==> config.mk <==
export PLATFORM = sky130hd
export DESIGN_NAME = shiftout_chain
export DESIGN_NICKNAME = d
export VERILOG_FILES = /design/src/rtl/shiftout_pkg.sv /design/src/rtl/shiftout_tick.sv /design/src/rtl/shiftout_chain.sv
export SDC_FILE = /design/constraint.sdc
export NUM_CORES = 1
export LEC_CHECK = 0
export CORE_MARGIN = 2
export CORE_UTILIZATION = 60
export CTS_BUF_LIST = sky130_fd_sc_hd__clkbuf_8
export CTS_CLUSTER_DIAMETER = 150
export DETAILED_ROUTE_END_ITERATION = 7
export PLACE_DENSITY = 0.82
export REMOVE_ABC_BUFFERS = 1
export SLEW_MARGIN = 30
export SYNTH_ARGS = -nofsm -noshare
export SYNTH_HDL_FRONTEND = slang
export SYNTH_SLANG_ARGS = --single-unit
==> constraint.sdc <==
create_clock -name clk_in -period 3.91 [get_ports clk_in]
set_input_delay 0.782 -clock clk_in [delete_from_list [all_inputs] [get_ports clk_in]]
set_output_delay 0.782 -clock clk_in [all_outputs]
set_load 0.05 [all_outputs]
==> src/rtl/shiftout_pkg.sv <==
// Shared types for the 74HC595-style serial chain driver.
// Engine states are also visible to bench monitors through this package.
package shiftout_pkg;

  typedef enum logic [1:0] {
    IDLE     = 2'd0,
    SHIFT_LO = 2'd1,
    SHIFT_HI = 2'd2,
    LATCH    = 2'd3
  } state_t;

endpackage

==> src/rtl/shiftout_tick.sv <==
// Phase timer: counts CLK_DIV cycles per engine phase.
// o_phase_end marks the last cycle of the current phase.
module shiftout_tick #(
  parameter int CLK_DIV = 2
) (
  input  logic i_clk,
  input  logic i_rst_n,
  input  logic i_restart,
  output logic o_phase_end
);

  localparam int CW = $clog2(CLK_DIV + 1);
  localparam logic [CW-1:0] LAST = CW'(CLK_DIV - 1);

  logic [CW-1:0] r_cnt;

  assign o_phase_end = (r_cnt == LAST);

  always_ff @(posedge i_clk or negedge i_rst_n) begin
    if (!i_rst_n) begin
      r_cnt <= '0;
    end else if (i_restart || o_phase_end) begin
      r_cnt <= '0;
    end else begin
      r_cnt <= r_cnt + CW'(1);
    end
  end

endmodule

==> src/rtl/shiftout_chain.sv <==
// Serial driver for 74HC595-style chains: one-word holding buffer feeding a
// shift engine that clocks out WIDTH bits and then pulses the storage latch.
module shiftout_chain
  import shiftout_pkg::*;
#(
  parameter int WIDTH     = 16,
  parameter int CLK_DIV   = 2,
  parameter bit MSB_FIRST = 1'b1
) (
  input  logic             clk_in,
  input  logic             reset_in,
  input  logic [WIDTH-1:0] data_in,
  input  logic             valid_in,
  output logic             ready_out,
  output logic             clk_out,
  output logic             data_out,
  output logic             latch_out,
  output logic             busy_out,
  output logic             done_out
);

  localparam int BW = $clog2(WIDTH + 1);

  state_t           r_state;
  state_t           w_state_next;
  logic [WIDTH-1:0] r_hold;
  logic             r_hold_full;
  logic [WIDTH-1:0] r_shift;
  logic [WIDTH-1:0] w_shift_next;
  logic [BW-1:0]    r_bitcnt;
  logic [BW-1:0]    w_bitcnt_next;
  logic             r_clk;
  logic             r_data;
  logic             r_latch;
  logic             r_busy;
  logic             r_done;
  logic             w_load;
  logic             w_done_next;
  logic             w_accept;
  logic             w_phase_end;
  logic             w_shifting;
  logic             w_cur_bit;

  shiftout_tick #(
    .CLK_DIV (CLK_DIV)
  ) u_tick (
    .i_clk       (clk_in),
    .i_rst_n     (reset_in),
    .i_restart   (r_state == IDLE),
    .o_phase_end (w_phase_end)
  );

  // Accept and engine load are mutually exclusive: accept needs an empty hold,
  // load needs a full one.
  assign w_accept  = valid_in & ~r_hold_full;
  assign ready_out = ~r_hold_full;

  always_ff @(posedge clk_in or negedge reset_in) begin
    if (!reset_in) begin
      r_hold      <= '0;
      r_hold_full <= 1'b0;
    end else if (w_accept) begin
      r_hold      <= data_in;
      r_hold_full <= 1'b1;
    end else if (w_load) begin
      r_hold_full <= 1'b0;
    end
  end

  always_comb begin
    w_state_next  = r_state;
    w_shift_next  = r_shift;
    w_bitcnt_next = r_bitcnt;
    w_load        = 1'b0;
    w_done_next   = 1'b0;
    case (r_state)
      IDLE: begin
        if (r_hold_full) w_load = 1'b1;
      end
      SHIFT_LO: begin
        if (w_phase_end) w_state_next = SHIFT_HI;
      end
      SHIFT_HI: begin
        if (w_phase_end) begin
          w_shift_next  = MSB_FIRST ? (r_shift << 1) : (r_shift >> 1);
          w_bitcnt_next = r_bitcnt - BW'(1);
          w_state_next  = (r_bitcnt == BW'(1)) ? LATCH : SHIFT_LO;
        end
      end
      LATCH: begin
        if (w_phase_end) begin
          w_done_next = 1'b1;
          if (r_hold_full) w_load = 1'b1;
          else             w_state_next = IDLE;
        end
      end
      default: w_state_next = IDLE;
    endcase
    // A queued word starts straight from LATCH, skipping IDLE.
    if (w_load) begin
      w_state_next  = SHIFT_LO;
      w_shift_next  = r_hold;
      w_bitcnt_next = BW'(WIDTH);
    end
  end

  assign w_shifting = (w_state_next == SHIFT_LO) || (w_state_next == SHIFT_HI);
  assign w_cur_bit  = MSB_FIRST ? w_shift_next[WIDTH-1] : w_shift_next[0];

  // Pin outputs are registered from the next state so they change cleanly on one edge.
  always_ff @(posedge clk_in or negedge reset_in) begin
    if (!reset_in) begin
      r_state  <= IDLE;
      r_shift  <= '0;
      r_bitcnt <= '0;
      r_clk    <= 1'b0;
      r_data   <= 1'b0;
      r_latch  <= 1'b0;
      r_busy   <= 1'b0;
      r_done   <= 1'b0;
    end else begin
      r_state  <= w_state_next;
      r_shift  <= w_shift_next;
      r_bitcnt <= w_bitcnt_next;
      r_clk    <= (w_state_next == SHIFT_HI);
      r_data   <= w_shifting & w_cur_bit;
      r_latch  <= (w_state_next == LATCH);
      r_busy   <= (w_state_next != IDLE);
      r_done   <= w_done_next;
    end
  end

  assign clk_out   = r_clk;
  assign data_out  = r_data;
  assign latch_out = r_latch;
  assign busy_out  = r_busy;
  assign done_out  = r_done;

endmodule

==> metrics.md, run 1 <==
| Metric | Value |
|---|---|
| Core ar. | `around 0.0036 mm^2` |
| Top layer in use | `met4` |
| Clk sink count | `47` |
| Upper clock frequency limit | `about 0.42 GHz` |
| Logic pwr share | `0.467` |
| EDFF count, synth | `0` |
| Top area cells in the synthesized netlist | `dfrtp_1 52%, mux2_2 17%, ha_1 6.1%` |
| Worst-margin pin slew | `0.689 ns` |
| CTS tree | `built` |
| Congestion Overflow GR | `0` |
| CP Launch Type | `flip-flop` |
| Synthesis Warnings | `0` |
| CTS Buf Count | `5` |
| Starting density of the core | `0.624` |
| Area share of the largest cell type after synthesis | `0.519` |
| Critical Setup Path Class | `reg2out` |
| GRT Overall Usage | `0.206` |
| Min cycle time layout | `2.39 ns` |
| CP arrival | `between 1.5 and 2 ns` |
| I/O pin cnt | `25` |
| Post-Syn Area | `0.00227 mm^2` |
| CTS H-tree lvls | `2` |
| Met2 wire length | `around 1900 um` |
| Status | `completed` |
| RSZ-0062 raised after global routing | `false` |
| Hold WC Path Type | `reg2reg` |
| Clock root buffer | `clkbuf_8` |
| Ys flop type | `dfrtp_1` |
| Drt total wl | `3680 um` |
| Largest net degree at the start of global routing | `48` |
| IR drop worst, VDD | `between 0.4 and 0.5 mV` |
| Leak | `1.19 nW` |
| Commonest cells post-synth | `47 x dfrtp_1, 34 x mux2_2, 11 x ha_1, 9 x mux2_4, 9 x nor2_1` |
| Placed Instance Area | `approximately 0.0025 mm^2` |
| Clock power frac | `0.144` |
| Count of final max-slew check failures | `0` |
| Routed vias/inst | `5.50` |
| DR vias | `1343` |
| Max Root-Sink Buffers | `2` |
| Mapped Cells | `170` |
| Distinct cells, synth | `37` |
| Die Wd | `between 60 and 70 um` |
| CP required | `3.13 ns` |
| Wire length on met3 | `146 um` |
| Crit share post-route | `0.612` |
| Final hold vios | `0` |
| Post-synth top area cell | `dfrtp_1` |
| Final setup vio count | `0` |
| Die height | `65.5 um` |
| Setup bufs post-CTS | `0` |
| DR DRC count | `0` |
| First-pass GRT wire length | `6560 um` |
| Mean cell area of the mapped netlist | `13.3 um^2` |
| Design Area, Final | `about 0.0026 mm^2` |
| Area growth syn-to-layout | `15.2%` |
| Share of layout cells above drive strength 1 | `0.291` |
| Post-Route Utilization | `0.719` |
| PD cells | `around 850 mW/mm^2` |
| Die ar. | `roughly 0.0043 mm^2` |
| Reg clk slew, reported paths | `0.08 ns` |
| Multi-input gate area | `1000 um^2` |
| Site row count | `22` |
| Total Nets Final | `225` |
| Ant diodes | `0` |
| Top-count cell post-synth | `dfrtp_1` |
| Average wire per standard cell | `15.1 um` |
| #FFs+latches synth | `47` |
| Max cap viols | `0` |
| Async set-reset flop share out of synthesis | `1.00` |
| ANT nets after route | `0` |
| Metal-1 WL | `1560 um` |
| Post-synthesis sequential area ratio | `0.519` |
| Clock skew | `around 0.0031 ns` |
| Final Wtd Congestion | `0.797` |
| Psw | `798 uW` |
| # port buffers | `24` |
| CP Capture Type | `output port` |
| Worst slew margin | `0.539` |
| DRT Pass-1 Iters | `4` |
| Resized cells post-CTS | `0` |
| Sw frac | `0.359` |
| TNS Setup | `0 ns` |
| Initial antenna violation count | `0` |
| DP HPWL | `2650 um` |
| Hold buffer count at CTS | `0` |
| Vias in the first global route | `approximately 1400` |
| Starting DRC count in detailed routing | `55` |
| Worst skew pair latency | `0.30 ns` |
| Max FO, Critical Path | `6` |
| Filler Cells Inserted | `about 270` |
| Power Internal | `1.42 mW` |
| Seq pwr share | `0.388` |
| Sequential Area | `0.00118 mm^2` |
-- flip-flops by register name, indices dropped and copies added, names as in the netlist --
register	flops
r_hold	16
r_shift	16
r_bitcnt	5
r_state	2
u_tick.r_cnt	2
busy_out	1
clk_out	1
data_out	1
done_out	1
latch_out	1
r_hold_full	1
-- per-stage QoR --
step | hold slack (ns) | cells | worst slack, ns | power, mW
after floorplan | 0.408 | 163 | 1.84 | 1.65
after global routing | 0.456 | 244 | 1.47 | 2.40
after global placement | 0.422 | 236 | 1.80 | 1.85
after CTS | 0.442 | 244 | 1.51 | 2.24
after detailed placement | 0.430 | 236 | 1.73 | 1.92
final | 0.436 | 244 | 1.52 | 2.22
-- final timing paths --
path | start | to | slack [ns] | depth (start not counted)
setup / recovery | r_hold_full | ready_out | 1.52 | 2
hold reg to reg | u_tick.r_cnt[0] | u_tick.r_cnt[0] | 0.44 | 1
max in group asynchronous | reset_in | r_shift[10] | 3.05 | 1
setup reg to reg | u_tick.r_cnt[1] | data_out | 1.72 | 7
min in group asynchronous | reset_in | done_out | 0.47 | 1
hold / removal | u_tick.r_cnt[0] | u_tick.r_cnt[0] | 0.44 | 1
-- cells in the final DEF, fill, tap and decap left out, drive strengths merged --
cell	Yosys	final
nand2b	2	2
o211a	1	1
xnor2	1	1
xor2	1	1
or4	1	1
a21o	4	4
or3	2	2
a21oi	5	5
nand2	4	4
clkdlybuf4s50	0	23
buf	7	2
inv	7	7
and2	1	1
nor4b	1	1
o21ai	5	5
a21boi	2	2
or2	1	1
clkbuf	0	7
nor3	2	2
nand3	4	4
dfrtp	47	47
o21a	1	1
nand3b	1	1
a22o	1	1
ha	11	11
nor2b	2	2
a22oi	1	1
and2b	1	1
mux2i	1	1
mux2	43	43
o31ai	1	1
nor2	9	9
clkinvlp	0	1
-- critical path, cell delays in order (launching register included) --
cell             delay [ns]
dfrtp_1                0.45
inv_1                  0.07
clkdlybuf4s50_1        0.79
-- power groups by stage --
stage	registers [mW]	clock network, mW	logic (mW)
2_1_floorplan	0.890	0	0.763
3_3_place_gp	0.856	0	0.998
3_5_place_dp	0.874	0	1.05
4_1_cts	0.865	0.324	1.05
5_1_grt	0.900	0.347	1.15
6_report	0.862	0.321	1.04
-- cells by family after synthesis --
group	count (synthesis)	share of synthesized area
compound gates	21	0.0607
xor+xnor	2	0.00773
fa+ha+maj	11	0.0607
buf+inv	14	0.0403
flops	47	0.519
mux	44	0.233
simple gates	31	0.0789
-- layout make-up --
type / instances / area share
Clock buffer: 7 / 0.0369
Clock inverter: 1 / 0.00287
Inverter: 7 / 0.0101
Multi-Input combinational cell: 109 / 0.383
Sequential cell: 47 / 0.450
Tap cell: 48 / 0.0230
Timing Repair Buffer: 25 / 0.0939
-- metal layers --
layer	track usage	up-vias
met1	0.250	671
met2	0.358	30
met4	0.0781	0
met3	0.0479	4
met5	0	-
li1	-	638
No activity file was read; power rests on OpenSTA's default activity.
==> inputs of run 2 (changes only) <==
--- a/config.mk
+++ b/config.mk
@@ -6,11 +6,11 @@
 export NUM_CORES = 1
 export LEC_CHECK = 0
 export CORE_MARGIN = 2
-export CORE_UTILIZATION = 60
+export CORE_UTILIZATION = 58
 export CTS_BUF_LIST = sky130_fd_sc_hd__clkbuf_8
 export CTS_CLUSTER_DIAMETER = 150
 export DETAILED_ROUTE_END_ITERATION = 7
-export PLACE_DENSITY = 0.82
+export PLACE_DENSITY = 0.8
 export REMOVE_ABC_BUFFERS = 1
 export SLEW_MARGIN = 30
 export SYNTH_ARGS = -nofsm -noshare
==> constraint.sdc (replaced) <==
create_clock -name clk_in -period 2.5 [get_ports clk_in]
set_input_delay 0.5 -clock clk_in [delete_from_list [all_inputs] [get_ports clk_in]]
set_output_delay 0.5 -clock clk_in [all_outputs]
set_load 0.05 [all_outputs]
==> metrics.md, run 2 (same netlist as run 1, synthesis figures left out) <==
| Metric | Value |
|---|---|
| Starting density of the core | `0.610 (-0.0139)` |
| Status | `completed` |
| Share of layout cells above drive strength 1 | `0.288 (-0.00294)` |
| TNS Setup | `0 ns (unchanged)` |
| Max FO, Critical Path | `6 (unchanged)` |
| IR drop worst, VDD | `0.555 mV (+37%)` |
| DP HPWL | `2720 um (+2.6%)` |
| Commonest non-fill, non-tap cells in the layout | `47 x dfrtp_1, 34 x mux2_2, 23 x clkdlybuf4s50_1` |
| Ant diodes | `0 (unchanged)` |
| Site row count | `22 (unchanged)` |
| Average wire per standard cell | `15.1 um (about the same)` |
| Final Wtd Congestion | `0.830 (+4.0%)` |
| Core ar. | `0.00372 mm^2 (+2.3%)` |
| Hold buffer count at CTS | `0 (unchanged)` |
| ANT nets after route | `0 (unchanged)` |
| Worst slew margin | `0.616 (+0.0770)` |
| Routed vias/inst | `5.51 (about the same)` |
| Final setup vio count | `0 (unchanged)` |
| Crit share post-route | `0.849` |
| # port buffers | `24 (unchanged)` |
| Met3 Resource Use GR | `0.0507 (+0.00273)` |
| Die Wd | `66.5 um (+1.6%)` |
| GRT Overall Usage | `0.195 (-0.0113)` |
| Setup bufs post-CTS | `0 (unchanged)` |
| Initial antenna violation count | `0 (unchanged)` |
| Hold WC Path Type | `in2async` |
| Area growth syn-to-layout | `14.7%` |
| RSZ-0062 raised after global routing | `false` |
| Max cap viols | `0 (unchanged)` |
| CP arrival | `1.62 ns (about the same)` |
| Setup WS pre-CTS | `0.525 ns (-1.21 ns)` |
| First-pass GRT wire length | `6330 um (-3.6%)` |
| Final hold vios | `0 (unchanged)` |
| CTS tree | `built` |
| Leak | `1.20 nW (+0.77%)` |
| Min cycle time layout | `between 2 and 2.5 ns` |
| Total Nets Final | `227 (+0.89%)` |
| Crit-path cells | `inv_1 -> clkdlybuf4s50_1` |
| DRT Pass-1 Iters | `4 (unchanged)` |
| Critical Setup Path Class | `reg2out` |
| Starting DRC count in detailed routing | `73 (+33%)` |
| Upper clock frequency limit | `approximately 0.47 GHz` |
| Max Root-Sink Buffers | `2 (unchanged)` |
| CP required | `2.00 ns (-1.13 ns)` |
| Largest net degree at the start of global routing | `48 (unchanged)` |
| Worst-margin pin slew | `0.576 ns (-0.113 ns)` |
| CP Launch Type | `flip-flop` |
| Reg clk slew, reported paths | `0.08 ns (about the same)` |
| Flop2flop setup slack | `0.52 ns (-1.20 ns)` |
| Clk sink count | `47 (unchanged)` |
| PnR worst setup slack | `0.378 ns (-1.14 ns)` |
| Congestion Overflow GR | `0 (unchanged)` |
| Drt total wl | `3710 um (+0.87%)` |
| Vias in the first global route | `1418 (+0.85%)` |
| Count of final max-slew check failures | `0 (unchanged)` |
| Critical path's largest stage delay | `0.79 ns (about the same)` |
| Worst skew pair latency | `0.29 ns (about the same)` |
| Resized cells post-CTS | `0 (unchanged)` |
| Clock skew | `0.00479 ns (+0.00171 ns)` |
| Met1 Track Usage GR | `0.219 (-0.0307)` |
| CP max stage cell | `clkdlybuf4s50_1` |
| DR vias | `1355 (+0.89%)` |
| PD cells | `1310 mW/mm^2 (+54%)` |
| Filler Cells Inserted | `277 (+3.4%)` |
| GR Layer Usage met2 | `0.348 (-0.0109)` |
| Reg2Reg Depth | `7 (unchanged)` |
| CTS H-tree lvls | `2 (unchanged)` |
| I/O pin cnt | `25 (unchanged)` |
| Die ar. | `0.00442 mm^2 (+3.2%)` |
| CTS Buf Count | `5 (unchanged)` |
| Largest regs | `r_hold (16), r_shift (16), r_bitcnt (5)` |
| CP Capture Type | `output port` |
| GR peak layer | `met2` |
| DR DRC count | `0 (unchanged)` |
| Most common cell after layout, fill and taps aside | `dfrtp_1` |
| Final Power | `3.42 mW (+54%)` |
| Die height | `66.5 um (+1.6%)` |
| Clock root buffer | `clkbuf_8` |
[run 2: cell count changes in the layout (fill, tap and decap cells not counted), sizes merged]
cell	before	now
buf	2	4
clkbuf	7	5
inv	7	9
clkinv	0	1
clkinvlp	1	0
[run 2: path summary, 6_finish.rpt]
kind                                 startpoint         endpoint
min in group clk_in             u_tick.r_cnt[0]  u_tick.r_cnt[0]
worst min register to register  u_tick.r_cnt[0]  u_tick.r_cnt[0]
worst min-delay path                   reset_in         done_out
max in group asynchronous              reset_in      r_shift[12]
worst max register to register  u_tick.r_cnt[1]         data_out
worst max-delay path                r_hold_full        ready_out
[run 2: cell type report]
class	instances	area, um^2	area share
Clock inverter	3	12.5	0.00481
Clock buffer	5	68.8	0.0265
Inverter	7	26.3	0.0101
Tap cell	48	60.1	0.0231
Sequential cell	47	1180	0.452
Multi-Input combinational cell	109	1000	0.384
Timing Repair Buffer	27	258	0.0991
[run 2: routing by layer]
| layer | vias to the layer above | part of all wire |
|---|---|---|
| li1 | 642 | - |
| met1 | 679 | 0.42 |
| met2 | 25 | 0.53 |
| met3 | 9 | 0.032 |
| met4 | 0 | 0.019 |
| met5 | - | 0 |
[run 2: report_power, final]
part | leakage, nW | total [mW] | internal [mW] | switching [mW]
Combinational | 0.575 | 1.64 | 0.851 | 0.790
Clock | 0.0505 | 0.422 | 0.188 | 0.234
Sequential | 0.572 | 1.35 | 1.14 | 0.212
Total | 1.20 | 3.42 | 2.18 | 1.24
[run 2: worst max-delay path: cells and delay by family, from the launching register on]
kind	cells	cell delay (ns)
buffers and inverters	2	0.87
DFF	1	0.46
[run 2: per-stage QoR]
step           utilization  cells  hold slack (ns)  area (um^2)
2_1_floorplan            -    163            0.204         2200
3_3_place_gp         0.678    238            0.424         2520
3_5_place_dp         0.678    238            0.445         2520
4_1_cts              0.700    246            0.305         2600
5_1_grt              0.700    246            0.319         2600
6_report             0.700    246            0.281         2600
